===== config.mk =====
export PLATFORM = sky130hd
export DESIGN_NAME = rgb_pwm_sequencer
export DESIGN_NICKNAME = d
export VERILOG_FILES = /design/src/rtl/rgb_pwm_sequencer.sv
export SDC_FILE = /design/constraint.sdc
export NUM_CORES = 1
export LEC_CHECK = 0
export ABC_AREA = 1
export BUFFER_PORTS_ARGS = -buffer_cell sky130_fd_sc_hd__buf_2
export CAP_MARGIN = 20
export CORE_UTILIZATION = 45
export CTS_CLUSTER_DIAMETER = 120
export DETAILED_ROUTE_END_ITERATION = 8
export GPL_ROUTABILITY_DRIVEN = 0
export SLEW_MARGIN = 25
export SYNTH_ARGS = -nofsm -noshare
export SYNTH_HDL_FRONTEND = slang
export SYNTH_SLANG_ARGS = --single-unit

===== constraint.sdc =====
create_clock -name clk -period 2.5 [get_ports clk]
set_input_delay 0.125 -clock clk [delete_from_list [all_inputs] [get_ports clk]]
set_output_delay 0.125 -clock clk [all_outputs]
set_load 0.005 [all_outputs]

===== src/rtl/rgb_pwm_sequencer.sv =====
// rgb_pwm_sequencer: multi-channel LED PWM engine with per-channel OFF /
// STATIC / BREATHE / BLINK modes. Shadow configuration is written at any time;
// the duty actually driven is latched only at the end of a PWM period, so a
// period is never cut short or stretched by a configuration write.
// rst_n is asserted asynchronously; its release is expected to be synchronous
// to clk (provided by the board-level reset logic).
module rgb_pwm_sequencer #(
  parameter int CHANNELS      = 3,
  parameter int PWM_BITS      = 8,
  parameter int PRESCALE_BITS = 4,
  parameter int BLINK_BITS    = 5,
  localparam int CH_W         = (CHANNELS > 1) ? $clog2(CHANNELS) : 1
) (
  input  logic                clk,
  input  logic                rst_n,
  input  logic                en,
  input  logic                cfg_we,
  input  logic [CH_W-1:0]     cfg_ch,
  input  logic [1:0]          cfg_mode,
  input  logic [PWM_BITS-1:0] cfg_level,
  output logic [CHANNELS-1:0] pwm,
  output logic                period_strobe
);

  typedef enum logic [1:0] {
    MODE_OFF     = 2'd0,
    MODE_STATIC  = 2'd1,
    MODE_BREATHE = 2'd2,
    MODE_BLINK   = 2'd3
  } mode_e;

  localparam logic DIR_UP   = 1'b0;
  localparam logic DIR_DOWN = 1'b1;

  // Saturating decrement used by the breathe ramp.
  function automatic logic [PWM_BITS-1:0] dec_sat(input logic [PWM_BITS-1:0] v);
    return (v == '0) ? '0 : v - 1'b1;
  endfunction

  // One breathe step: returns {dir, fade} for the next period.
  // fade never exceeds the ceiling on the way up, so the increment cannot wrap.
  function automatic logic [PWM_BITS:0] breathe_step(
    input logic                dir,
    input logic [PWM_BITS-1:0] fade,
    input logic [PWM_BITS-1:0] level
  );
    logic                nd;
    logic [PWM_BITS-1:0] nf;
    nd = dir;
    nf = fade;
    if (dir == DIR_UP) begin
      if (fade >= level) begin
        nd = DIR_DOWN;
        nf = dec_sat(fade);
      end else begin
        nf = fade + 1'b1;
      end
    end else begin
      if (fade == '0) begin
        nd = DIR_UP;
        nf = (level == '0) ? '0 : PWM_BITS'(1);
      end else begin
        nf = fade - 1'b1;
      end
    end
    return {nd, nf};
  endfunction

  logic                tick;
  logic                period_end;
  logic                cfg_ok;
  logic [PWM_BITS-1:0] pwm_cnt_q;
  logic                strobe_q;
  logic [CHANNELS-1:0] pwm_q;
  logic [CHANNELS-1:0] pwm_d;

  mode_e                 mode_q   [CHANNELS];
  mode_e                 mode_d   [CHANNELS];
  logic [PWM_BITS-1:0]   level_q  [CHANNELS];
  logic [PWM_BITS-1:0]   level_d  [CHANNELS];
  logic [PWM_BITS-1:0]   fade_q   [CHANNELS];
  logic [PWM_BITS-1:0]   fade_d   [CHANNELS];
  logic [PWM_BITS-1:0]   active_q [CHANNELS];
  logic [PWM_BITS-1:0]   active_d [CHANNELS];
  logic                  dir_q    [CHANNELS];
  logic                  dir_d    [CHANNELS];
  logic                  phase_q  [CHANNELS];
  logic                  phase_d  [CHANNELS];
  logic [BLINK_BITS-1:0] bcnt_q   [CHANNELS];
  logic [BLINK_BITS-1:0] bcnt_d   [CHANNELS];

  // Writes addressed beyond the last channel are dropped.
  assign cfg_ok = (int'(cfg_ch) < CHANNELS);

  // Prescaler: tick once every 2^PRESCALE_BITS enabled clocks.
  if (PRESCALE_BITS > 0) begin : g_presc
    logic [PRESCALE_BITS-1:0] presc_q;

    // Free-running prescaler, held at zero while disabled.
    always_ff @(posedge clk or negedge rst_n) begin
      if (!rst_n) begin
        presc_q <= '0;
      end else if (!en) begin
        presc_q <= '0;
      end else begin
        presc_q <= presc_q + 1'b1;
      end
    end

    assign tick = en & (&presc_q);
  end else begin : g_nopresc
    assign tick = en;
  end

  assign period_end = tick & (&pwm_cnt_q);

  // PWM period counter and end-of-period strobe.
  always_ff @(posedge clk or negedge rst_n) begin
    if (!rst_n) begin
      pwm_cnt_q <= '0;
      strobe_q  <= 1'b0;
    end else if (!en) begin
      pwm_cnt_q <= '0;
      strobe_q  <= 1'b0;
    end else begin
      if (tick) begin
        pwm_cnt_q <= pwm_cnt_q + 1'b1;
      end
      strobe_q <= period_end;
    end
  end

  // Per-channel next state: duty latch and mode stepping at period end, then
  // configuration writes. A mode-changing write restarts the channel's
  // breathe/blink state and takes priority over the period-end step.
  always_comb begin
    for (int i = 0; i < CHANNELS; i++) begin
      mode_d[i]   = mode_q[i];
      level_d[i]  = level_q[i];
      fade_d[i]   = fade_q[i];
      active_d[i] = active_q[i];
      dir_d[i]    = dir_q[i];
      phase_d[i]  = phase_q[i];
      bcnt_d[i]   = bcnt_q[i];
    end

    for (int i = 0; i < CHANNELS; i++) begin
      if (period_end) begin
        case (mode_q[i])
          MODE_OFF: begin
            active_d[i] = '0;
          end
          MODE_STATIC: begin
            active_d[i] = level_q[i];
          end
          MODE_BREATHE: begin
            active_d[i]            = fade_q[i];
            {dir_d[i], fade_d[i]}  = breathe_step(dir_q[i], fade_q[i], level_q[i]);
          end
          MODE_BLINK: begin
            active_d[i] = phase_q[i] ? level_q[i] : '0;
            bcnt_d[i]   = bcnt_q[i] + 1'b1;
            if (&bcnt_q[i]) begin
              phase_d[i] = ~phase_q[i];
            end
          end
          default: begin
            active_d[i] = '0;
          end
        endcase
      end

      if (cfg_we && cfg_ok && (int'(cfg_ch) == i)) begin
        mode_d[i]  = mode_e'(cfg_mode);
        level_d[i] = cfg_level;
        if (mode_e'(cfg_mode) != mode_q[i]) begin
          fade_d[i]  = '0;
          dir_d[i]   = DIR_UP;
          bcnt_d[i]  = '0;
          phase_d[i] = 1'b1;
        end
      end
    end
  end

  // Output compare against the duty latched for the current period.
  always_comb begin
    pwm_d = '0;
    for (int i = 0; i < CHANNELS; i++) begin
      pwm_d[i] = en & (pwm_cnt_q < active_q[i]);
    end
  end

  // Per-channel state registers.
  always_ff @(posedge clk or negedge rst_n) begin
    if (!rst_n) begin
      for (int i = 0; i < CHANNELS; i++) begin
        mode_q[i]   <= MODE_OFF;
        level_q[i]  <= '0;
        fade_q[i]   <= '0;
        active_q[i] <= '0;
        dir_q[i]    <= DIR_UP;
        phase_q[i]  <= 1'b1;
        bcnt_q[i]   <= '0;
      end
    end else begin
      for (int i = 0; i < CHANNELS; i++) begin
        mode_q[i]   <= mode_d[i];
        level_q[i]  <= level_d[i];
        fade_q[i]   <= fade_d[i];
        active_q[i] <= active_d[i];
        dir_q[i]    <= dir_d[i];
        phase_q[i]  <= phase_d[i];
        bcnt_q[i]   <= bcnt_d[i];
      end
    end
  end

  // Registered PWM outputs.
  always_ff @(posedge clk or negedge rst_n) begin
    if (!rst_n) begin
      pwm_q <= '0;
    end else begin
      pwm_q <= pwm_d;
    end
  end

  assign pwm           = pwm_q;
  assign period_strobe = strobe_q;

endmodule


==> impl_metrics.tcl <==
set metrics [dict create \
    r2r-start "pwm_cnt_q[0]" \
    dr.pass1.iters 4 \
    drv_cap 0 \
    ys_warn_count 0 \
    num_rows 47 \
    grt_pass1_vias 6188 \
    tns_ps 0 \
    antenna_found_initial 0 \
    worst_ep_required_time_ps 2810 \
    maxSlewHeadroom_pct 60.4 \
    whs_endpoint "level_q[21]" \
    ir_drop_mv 0.547 \
    setup_ws_ps 387 \
    detail-route-antenna-nets 0 \
    htreeDepth 4 \
    grt_max_degree 52 \
    holdWs_ps 5.57 \
    synthMostInstantiatedCell "nand2_1" \
    synthCells 1015 \
    p_leak_uw 0.00453 \
    startpoint_type "flop" \
    synth.cell_area_mm2 0.00756 \
    cts_root_buf "clkbuf_16" \
    reg2reg_slack_ps 390 \
    postCtsSetupBuffers 0 \
    synth_edf_count 0 \
    multiInputGateArea_mm2 0.00394 \
    endpoint_kind "flop" \
    drive_above_1_share_pct 8.50 \
    die_h_um 132 \
    area_delta_synth_final_pct 14.7 \
    synth_common_cells "197 x nand2_1, 167 x inv_1, 128 x nor2_1, 112 x dfrtp_1, 71 x nand3_1" \
    wl_per_cell_um 14.4 \
    grt_usage_pct 22.9 \
    synth_top_area_share_pct 37.1 \
    pwr_density_cell_mw_per_mm2 602 \
    synthDistinctLibCells 38 \
    clock_skew_ps 9.69 \
    numCtsBuffers 17 \
    nFillCells 1597 \
    cts_tree "built" \
    die-area_mm2 0.0173 \
    hold_viol 0 \
    place_ws_ps 429 \
    ys_ff_latch 115 \
    drc 0 \
    grt_pass1_wl_mm 31.4 \
    clk_latency_ps 430 \
    status "finished clean" \
    synth_area_per_cell_um2 7.44 \
    worstMarginPinSlew_ps 591 \
    fin_crit_ps 2110 \
    postPlaceCellArea_mm2 0.00797 \
    fin_area_mm2 0.00867 \
    fin_crit_sh_pct 84.5 \
    clk_pin_slew_worst_paths_ps 60 \
    crit_fanout 13 \
    clock_sinks 115 \
    synthArstFlopShare_pct 100 \
    synth_area_leaders "dfrtp_1 37%, ha_1 10%, nand2_1 9.8%, inv_1 8.3%, nor2_1 6.4%" \
    yosys_most_used_dff "dfrtp_1" \
    hp-start "cfg_level[5]" \
    portBuffers 19 \
    crit_arrival_ps 2420 \
    vias 6620 \
    dpl.hpwl_mm 13.8 \
    worstSetupPathType "flop to flop" \
    drt-total-wl_mm 18.5 \
    fmax_mhz 473 \
    synth_fp_nets 1093 \
    reg2reg_depth 10 \
    fin_nets 1136 \
    die_x_um 132 \
    regArea_mm2 0.00288 \
    rsz0062_at_grt "false" \
    pin_count 20 \
    core_region_area_mm2 0.0165 \
    yosysSeqAreaShare_pct 38.1 \
    worstHoldPathType "input pin to flop" \
    clk_path_buf_depth 2 \
    antenna_cells 0 \
    ctsResizeCount 0 \
    min_path_cells 3 \
    start_util_pct 45.9 \
    drt_iter0_drc 450 \
    timing.rr.end "fade_q[12]" \
    setup_viol 0 \
    overflow 0 \
    viasPerCell 5.13 \
    yosys.area.top_type "dfrtp_1" \
    maxSlewViolCount 0 \
]
## flip-flops by register name, summed over array words and instances, names as in the netlist
signal and cells:
pwm 3, dir_q 3, level_q 24, active_q 24, g_presc.presc_q 4, fade_q 24, bcnt_q 15, mode_q 6
pwm_cnt_q 8, phase_q 3, period_strobe 1
## stage by stage
stage,instances,utilization [%],total power [µW]
finish,1291,52.7,5220
global route,1291,52.7,5440
CTS,1291,52.7,5260
detailed placement,1251,48.4,2660
global placement,1251,48.4,2650
floorplan,1015,-,2440
## power by group
group / switching, µW / leakage, µW / total (µW) / internal [µW]
Sequential: 88.8 / 0.00140 / 2040 / 1950
Combinational: 401 / 0.00284 / 592 / 192
Clock: 872 / 0.000293 / 2590 / 1710
Total: 1360 / 0.00453 / 5220 / 3860
## worst max-delay path, cell delays in order, from the launching register on
cell and delay (ps):
dfrtp_1 440, ha_1 210, nand2_1 80, nor2_2 230, nand2_2 130, nor2_8 290
nand3_4 160, clkinv_2 170, o21ai_0 120, nor2_1 100, nor2_1 50
## timing repair
action                                  in CTS  in global routing
endpoints found under the setup margin       0                  0
hold endpoints to repair                    54                  0
hold buffers                                 8                  0
## layout make-up
class / instances / area share (%)
clock buffer: 23 / 5.40
clock inverter: 9 / 1.76
timing repair buffer: 43 / 3.58
multi-input combinational: 710 / 45.4
sequential: 115 / 33.2
tap: 220 / 3.18
inverter: 171 / 7.42
## kinds of logic after synthesis
| kind of cell | Yosys count | synth area share, % |
|---|---|---|
| AO/OA/AOI/OAI | 175 | 12.8 |
| XOR/XNOR | 23 | 2.67 |
| adder cells (fa/ha/maj) | 62 | 10.3 |
| buffers and inverters | 190 | 9.87 |
| flip-flops | 115 | 38.1 |
| AND/OR/NAND/NOR | 450 | 26.3 |
## metal layers
layer  vias to the layer above  wire length (µm)  track usage (%)
met3                        23               744             3.74
li1                       3389                 -                -
met2                       148              8280             35.0
met5                         -                 0                0
met1                      3060              9220             32.6
met4                         0               293             8.40
## worst max path at each step
stage	end	cells past startpoint	slack (ps)	start
floorplan	fade_q[18]	11	710	fade_q[23]
global placement	fade_q[6]	11	470	pwm_cnt_q[1]
detailed placement	fade_q[4]	10	430	pwm_cnt_q[0]
CTS	bcnt_q[3]	9	400	pwm_cnt_q[0]
global route	bcnt_q[8]	8	100	pwm_cnt_q[0]
finish	fade_q[12]	10	390	pwm_cnt_q[0]
## cells in the final DEF, fill, tap and decap left out, types with 7 or more instances in the layout
| master | count |
|---|---|
| a21oi_1 | 47 |
| buf_2 | 18 |
| buf_4 | 16 |
| clkbuf_16 | 17 |
| dfrtp_1 | 112 |
| dlygate4sd3_1 | 8 |
| ha_1 | 62 |
| inv_1 | 167 |
| nand2_1 | 197 |
| nand3_1 | 71 |
| nand4_1 | 10 |
| nor2_1 | 128 |
| nor3_1 | 13 |
| o21ai_0 | 64 |
| o22ai_1 | 48 |
| xnor2_1 | 7 |
| xor2_1 | 16 |
(Power assumes the default switching activity.)
